--- src/rtl/fpu_frame_buff.sv ---
// fpu_frame_buff: assembles UART byte frames into FPU operands,
// launches the FPU and streams the result back to the UART.
module fpu_frame_buff #(
   parameter int         OP_BYTES    = 4,
   parameter bit         BIG_ENDIAN  = 1'b1,
   parameter int         TIMEOUT_CYC = 50000,
   parameter logic [7:0] ERR_BYTE    = 8'hEE
) (
   input  logic                  clk,
   input  logic                  rst,
   input  logic [7:0]            data_in,
   input  logic                  en,
   output logic [8*OP_BYTES-1:0] fpu_a,
   output logic [8*OP_BYTES-1:0] fpu_b,
   output logic [1:0]            fpu_op,
   output logic                  fpu_start,
   input  logic                  fpu_done,
   input  logic [8*OP_BYTES-1:0] fpu_result,
   output logic [7:0]            toTx,
   output logic                  wr_en,
   input  logic                  Tx_busy,
   output logic [7:0]            bulbs
);

   localparam int CW = $clog2(2*OP_BYTES+1);
   localparam int TW = (TIMEOUT_CYC > 1) ? $clog2(TIMEOUT_CYC+1) : 1;
   localparam logic [CW-1:0] NB       = CW'(OP_BYTES);
   localparam logic [CW-1:0] NB_M1    = CW'(OP_BYTES-1);
   localparam logic [CW-1:0] OPC_IDX  = CW'(2*OP_BYTES);
   localparam logic [TW-1:0] TMO_LAST = TW'(TIMEOUT_CYC-1);

   typedef enum logic [1:0] {
      RX   = 2'b00,
      EXEC = 2'b01,
      TX   = 2'b10,
      TXW  = 2'b11
   } state_t;

   state_t state, state_nxt;

   logic [CW-1:0]         cnt;
   logic [CW-1:0]         tx_idx;
   logic [TW-1:0]         timer;
   logic [8*OP_BYTES-1:0] res;
   logic                  guard;
   logic                  err_pay;
   logic                  ill_flag;
   logic                  drop_flag;
   logic                  tmo_flag;

   logic                  rx_take;
   logic                  is_opc;
   logic                  tmo_hit;
   logic                  op_legal;
   logic [1:0]            op_code;
   logic                  tx_fire;
   logic                  tx_last;
   logic                  txw_go;
   logic [CW-1:0]         rx_sel;
   logic [CW-1:0]         rx_pos;
   logic [CW-1:0]         tx_pos;
   logic [7:0]            tx_byte;

   // Frame bookkeeping, opcode decode and payload byte selection.
   always_comb begin
      rx_take  = (state == RX) && en;
      is_opc   = (cnt == OPC_IDX);
      tmo_hit  = (state == RX) && !en && (cnt != '0) && (timer == TMO_LAST);
      op_legal = 1'b1;
      op_code  = 2'b00;
      unique case (data_in)
         8'hF0:   op_code = 2'b00;
         8'h0F:   op_code = 2'b01;
         8'h33:   op_code = 2'b10;
         8'hCC:   op_code = 2'b11;
         default: op_legal = 1'b0;
      endcase
      rx_sel  = (cnt < NB) ? cnt : cnt - NB;
      rx_pos  = BIG_ENDIAN ? NB_M1 - rx_sel : rx_sel;
      tx_pos  = BIG_ENDIAN ? NB_M1 - tx_idx : tx_idx;
      tx_byte = err_pay ? ERR_BYTE : res[{tx_pos, 3'b000} +: 8];
      tx_fire = (state == TX) && !Tx_busy;
      tx_last = err_pay || (tx_idx == NB_M1);
      txw_go  = (state == TXW) && !guard && !Tx_busy;
   end

   // Next-state selection for the frame / execute / transmit sequence.
   always_comb begin
      state_nxt = state;
      unique case (state)
         RX:   if (rx_take && is_opc) state_nxt = op_legal ? EXEC : TX;
         EXEC: if (fpu_done) state_nxt = TX;
         TX:   if (tx_fire) state_nxt = TXW;
         TXW:  if (txw_go) state_nxt = tx_last ? RX : TX;
         default: state_nxt = RX;
      endcase
   end

   // State register.
   always_ff @(posedge clk or negedge rst) begin
      if (!rst) state <= RX;
      else      state <= state_nxt;
   end

   // Operand capture, timeout timer, result latch and transmit datapath.
   always_ff @(posedge clk or negedge rst) begin
      if (!rst) begin
         cnt       <= '0;
         tx_idx    <= '0;
         timer     <= '0;
         res       <= '0;
         fpu_a     <= '0;
         fpu_b     <= '0;
         fpu_op    <= 2'b00;
         fpu_start <= 1'b0;
         wr_en     <= 1'b0;
         toTx      <= 8'h00;
         guard     <= 1'b0;
         err_pay   <= 1'b0;
         ill_flag  <= 1'b0;
         drop_flag <= 1'b0;
         tmo_flag  <= 1'b0;
      end else begin
         fpu_start <= 1'b0;
         wr_en     <= 1'b0;
         guard     <= tx_fire;
         if (en && state != RX) drop_flag <= 1'b1;
         if (rx_take) begin
            timer <= '0;
            if (is_opc) begin
               cnt    <= '0;
               tx_idx <= '0;
               if (op_legal) begin
                  fpu_op    <= op_code;
                  fpu_start <= 1'b1;
                  err_pay   <= 1'b0;
               end else begin
                  ill_flag <= 1'b1;
                  err_pay  <= 1'b1;
               end
            end else begin
               cnt <= cnt + CW'(1);
               if (cnt < NB) fpu_a[{rx_pos, 3'b000} +: 8] <= data_in;
               else          fpu_b[{rx_pos, 3'b000} +: 8] <= data_in;
            end
         end else if (tmo_hit) begin
            cnt      <= '0;
            timer    <= '0;
            tmo_flag <= 1'b1;
         end else if (state == RX && cnt != '0) begin
            timer <= timer + TW'(1);
         end else begin
            timer <= '0;
         end
         if (state == EXEC && fpu_done) begin
            res    <= fpu_result;
            tx_idx <= '0;
         end
         if (tx_fire) begin
            toTx  <= tx_byte;
            wr_en <= 1'b1;
         end
         if (txw_go && !tx_last) tx_idx <= tx_idx + CW'(1);
      end
   end

   assign bulbs = {state, 3'b000, ill_flag, drop_flag, tmo_flag};

endmodule

--- config.mk ---
export PLATFORM = sky130hd
export DESIGN_NAME = fpu_frame_buff
export DESIGN_NICKNAME = d
export VERILOG_FILES = /design/src/rtl/fpu_frame_buff.sv
export SDC_FILE = /design/constraint.sdc
export NUM_CORES = 1
export LEC_CHECK = 0
export ABC_AREA = 1
export BUFFER_PORTS_ARGS = -buffer_cell sky130_fd_sc_hd__clkbuf_2
export CAP_MARGIN = 20
export CORE_MARGIN = 2
export CORE_UTILIZATION = 35
export CTS_CLUSTER_DIAMETER = 150
export CTS_CLUSTER_SIZE = 30
export DETAILED_ROUTE_END_ITERATION = 12
export PLACE_DENSITY_LB_ADDON = 0.3
export SLEW_MARGIN = 20
export SYNTH_ARGS = -nofsm -noshare
export SYNTH_HDL_FRONTEND = slang
export SYNTH_SLANG_ARGS = --single-unit
--- constraint.sdc ---
create_clock -name clk -period 3.9 [get_ports clk]
set_clock_uncertainty 0.1 [all_clocks]
set_input_delay 0.39 -clock clk [delete_from_list [all_inputs] [get_ports clk]]
set_output_delay 0.39 -clock clk [all_outputs]
set_load 0.01 [all_outputs]
==> metrics.log <==
INFO  metric required_time_at_the_worst_slack_endpoint = 4150 ps
INFO  metric regToRegStartpoint = cnt[0]$_DFFE_PN0P_
INFO  metric dr.first_iter.drc_count = 260
INFO  metric post-route-cell-area = 7750 um2
INFO  metric rr_worst_depth = 7
INFO  metric timing.rr.end = fpu_a[7]$_DFFE_PN0P_
INFO  metric maximum_number_of_pins_on_one_net_before_global_route_repair = 94
INFO  metric synthesis.yosys.warnings = 0
INFO  metric io_pins = 129
INFO  metric reg2reg_slack = 1420 ps
INFO  metric fp.dieH = 139 um
INFO  metric cp_cell_sequence = clkinv_1 > ha_1 > inv_1 > nand2_1 > nor2_1 > nand3_1 > o21ai_2
INFO  metric dpl.cell_count = 1014
INFO  metric synth.lib_cells_used.distinct = 34
INFO  metric max_cap_violations = 0
INFO  metric io_buffer_count = 125
INFO  metric tritoncts_num_sinks = 138
INFO  metric crit_path_capture_type = flop
INFO  metric peakVddDrop = 0.000315 V
INFO  metric worst_path_max_delay_cell = sky130_fd_sc_hd__nor2_1
INFO  metric average_instance_area_after_synthesis = 9.38 um2
INFO  metric relSlewSlack = 41.4%
INFO  metric critPathMaxFanout = 10
INFO  metric coreArea = 18000 um2
INFO  metric rows = 49
INFO  metric setup.worst_path.start_class = flop
INFO  metric drt-vias-per-instance = 4.73
INFO  metric fin_tns_setup = 0 ps
INFO  metric die_footprint = 19400 um2
INFO  metric path_class = reg2reg
INFO  metric tritoncts = yes
INFO  metric insertion_delay = 420 ps
INFO  metric min_to = res[30]$_DFFE_PN0P_
INFO  metric outcome = completed
INFO  metric dp.final_hpwl = 10600 um
INFO  metric timing.final.setup_violations = 0
INFO  metric cp.arrival = 2720 ps
INFO  metric maximum_cell_stage_delay_along_the_critical_path = 480 ps
INFO  metric clockRootBuffer = sky130_fd_sc_hd__clkbuf_16
INFO  metric cts.htree.levels = 4
INFO  metric timing.critical_path.max_delay_family = simple AND/OR/NAND/NOR gates
INFO  metric area.growth.synth_to_final = 21.2%
INFO  metric ant_nets = 0
INFO  metric drc_errors = 0
INFO  metric final_common_cell = sky130_fd_sc_hd__nand2_1
INFO  metric post_cts_resize_count = 0
INFO  metric dr.pass1.iters = 4
INFO  metric routed_wl = 14700 um
INFO  metric die_w = 139 um
INFO  metric first_global_vias = 4791
INFO  metric power_density = 700 nW/um2
INFO  metric dpl-instance-area = 7130 um2
INFO  metric postSynthCellCount = 682
INFO  metric antenna_violations_before_repair = 0
INFO  metric final_nets = 856
INFO  metric crit_buf_inv = 2
INFO  metric layout.cells.most_common_list = sky130_fd_sc_hd__nand2_1 (165), sky130_fd_sc_hd__dfrtp_1 (138), sky130_fd_sc_hd__clkbuf_2 (124)
INFO  metric worst_setup_hold_path_clk_slew = 60 ps
INFO  metric hold-path-cell-count = 2
INFO  metric grt_setup_unrepaired = false
INFO  metric drive_gt1_share = 28.5%
INFO  metric maximum_clock_insertion_buffer_count = 2
INFO  metric synth_sequential_area_ratio = 54.0%
INFO  metric cts_made_buffers = 17
INFO  metric cts_post_setup_buffers_inserted = 0
INFO  metric finalWeightedCongestion = 0.853
INFO  metric maxClockFrequency = 404 MHz
INFO  metric leakage = 0.00385 uW
INFO  metric synth_area = 6400 um2
INFO  metric fin_cells = 1046
INFO  metric grt_first_pass_wirelength = 24600 um
INFO  metric wl_per_cell = 14.1 um
INFO  metric drv_slew = 0
INFO  metric yosys_register_bits = 138
INFO  metric part_of_the_cycle_the_worst_path_needs = 63.5%
INFO  metric num_antenna_cells = 0
INFO  metric start_util = 35.6%
INFO  metric period_minus_slack = 2480 ps
INFO  metric min_from = fpu_result[30]
INFO  metric globalRoute.totalOverflow = 0
INFO  metric hold_removal_path_class = in2reg
INFO  metric detailroute.via_count = 4952
INFO  metric final-hold-violation-count = 0
INFO  metric worstMarginPinSlew = 880 ps
INFO  metric global_route_usage_over_all_layers = 15.9%
==> registers in the layout (all words and copies together), names as in the netlist, 2 cells and up <==
register,cells
fpu_b,32
fpu_a,32
res,32
timer,16
state,2
tx_idx,4
toTx,8
cnt,4
fpu_op,2
==> metal layers <==
metal	wire length, um	GRT usage, %	vias up
li1	-	-	2485
met1	7280	22.5	2350
met2	6610	23.3	101
met3	671	4.52	16
met4	187	5.48	0
met5	0	0	-
==> cell type report <==
class,count,area [um2]
fillers,1783,10200
flip-flops and latches,138,3450
multi-input cells,471,2550
repair buffers,129,664
clock buffers,17,425
well taps,229,287
clock inverters,14,189
inverters,48,180
==> synthesized netlist by cell type <==
master | count | share of area (%)
sky130_fd_sc_hd__nand2_1 | 165 | 9.7
sky130_fd_sc_hd__nor2_1 | 77 | 4.5
sky130_fd_sc_hd__inv_1 | 43 | 2.5
sky130_fd_sc_hd__a2bb2oi_1 | 6 | 0.82
sky130_fd_sc_hd__clkinv_1 | 2 | 0.12
sky130_fd_sc_hd__xor2_1 | 9 | 1.2
sky130_fd_sc_hd__inv_2 | 3 | 0.18
sky130_fd_sc_hd__a21oi_1 | 1 | 0.078
sky130_fd_sc_hd__nand4_1 | 8 | 0.78
sky130_fd_sc_hd__nor3_1 | 7 | 0.55
sky130_fd_sc_hd__a211oi_2 | 1 | 0.20
sky130_fd_sc_hd__nand3_1 | 49 | 3.8
sky130_fd_sc_hd__nor2_2 | 1 | 0.098
sky130_fd_sc_hd__nand2_4 | 3 | 0.53
sky130_fd_sc_hd__nand3b_2 | 1 | 0.18
sky130_fd_sc_hd__dfrtp_1 | 138 | 54
sky130_fd_sc_hd__conb_1 | 1 | 0.059
sky130_fd_sc_hd__nand3_2 | 4 | 0.63
sky130_fd_sc_hd__nor3_4 | 2 | 0.51
sky130_fd_sc_hd__nand2_2 | 4 | 0.39
sky130_fd_sc_hd__nor2_4 | 3 | 0.53
sky130_fd_sc_hd__buf_2 | 4 | 0.31
sky130_fd_sc_hd__nand3b_1 | 1 | 0.12
sky130_fd_sc_hd__mux2_2 | 32 | 5.6
sky130_fd_sc_hd__buf_6 | 10 | 1.8
sky130_fd_sc_hd__o21ai_1 | 28 | 2.2
sky130_fd_sc_hd__o21bai_1 | 2 | 0.23
sky130_fd_sc_hd__o22ai_1 | 5 | 0.49
sky130_fd_sc_hd__o21ai_2 | 20 | 2.7
sky130_fd_sc_hd__buf_4 | 9 | 1.1
sky130_fd_sc_hd__ha_1 | 6 | 1.2
sky130_fd_sc_hd__o21ai_0 | 32 | 2.5
sky130_fd_sc_hd__clkbuf_1 | 4 | 0.23
sky130_fd_sc_hd__xnor2_1 | 1 | 0.14
==> stage by stage <==
step	hold WS (ps)	total power (uW)	setup slack, ps	util [%]
final	94.3	5430	1420	43.2
after global routing	67.2	5800	1220	43.2
after CTS	73.3	5500	1450	43.2
after detailed placement	350	3790	1460	39.7
after global placement	347	3770	1520	39.7
after floorplan	-5.59	3280	1850	-
==> power breakdown <==
group          switching, uW  leakage (uW)  internal, uW  total [uW]
clock                    662      0.000300          1020        1680
combinational            991       0.00177           629        1620
sequential               296       0.00178          1830        2130
total                   1950       0.00385          3480        5430
==> worst register-to-register path: cells and delay by family, from the launching register on <==
kind	cells	cell delay (ps)
compound gates	1	200
simple gates	3	800
fa+ha+maj	1	450
buf+inv	2	380
flops	1	460
==> kinds of logic after synthesis <==
kind of cell	synth area share (%)
simple gates	22.3
flops	54.0
compound gates	9.25
buf+inv	6.18
mux	5.63
xor+xnor	1.37
fa+ha+maj	1.17
other cells	0.0586
==> worst max-delay path by stage <==
stage | end | start | cells past startpoint | slack, ps
6_report | fpu_a[7]$_DFFE_PN0P_ | cnt[0]$_DFFE_PN0P_ | 7 | 1420
5_1_grt | fpu_b[22]$_DFFE_PN0P_ | cnt[0]$_DFFE_PN0P_ | 7 | 1220
4_1_cts | fpu_a[7]$_DFFE_PN0P_ | cnt[0]$_DFFE_PN0P_ | 7 | 1450
3_5_place_dp | fpu_a[7]$_DFFE_PN0P_ | cnt[0]$_DFFE_PN0P_ | 7 | 1460
3_3_place_gp | fpu_a[21]$_DFFE_PN0P_ | cnt[0]$_DFFE_PN0P_ | 7 | 1520
2_1_floorplan | fpu_a[6]$_DFFE_PN0P_ | cnt[2]$_DFFE_PN0P_ | 10 | 1850
==> what timing repair did <==
item | in CTS | in global routing
hold buffers | 1 | 0
hold endpoints to repair | 25 | 0
setup endpoints to repair | 0 | 0
(Power assumes the default switching activity.)
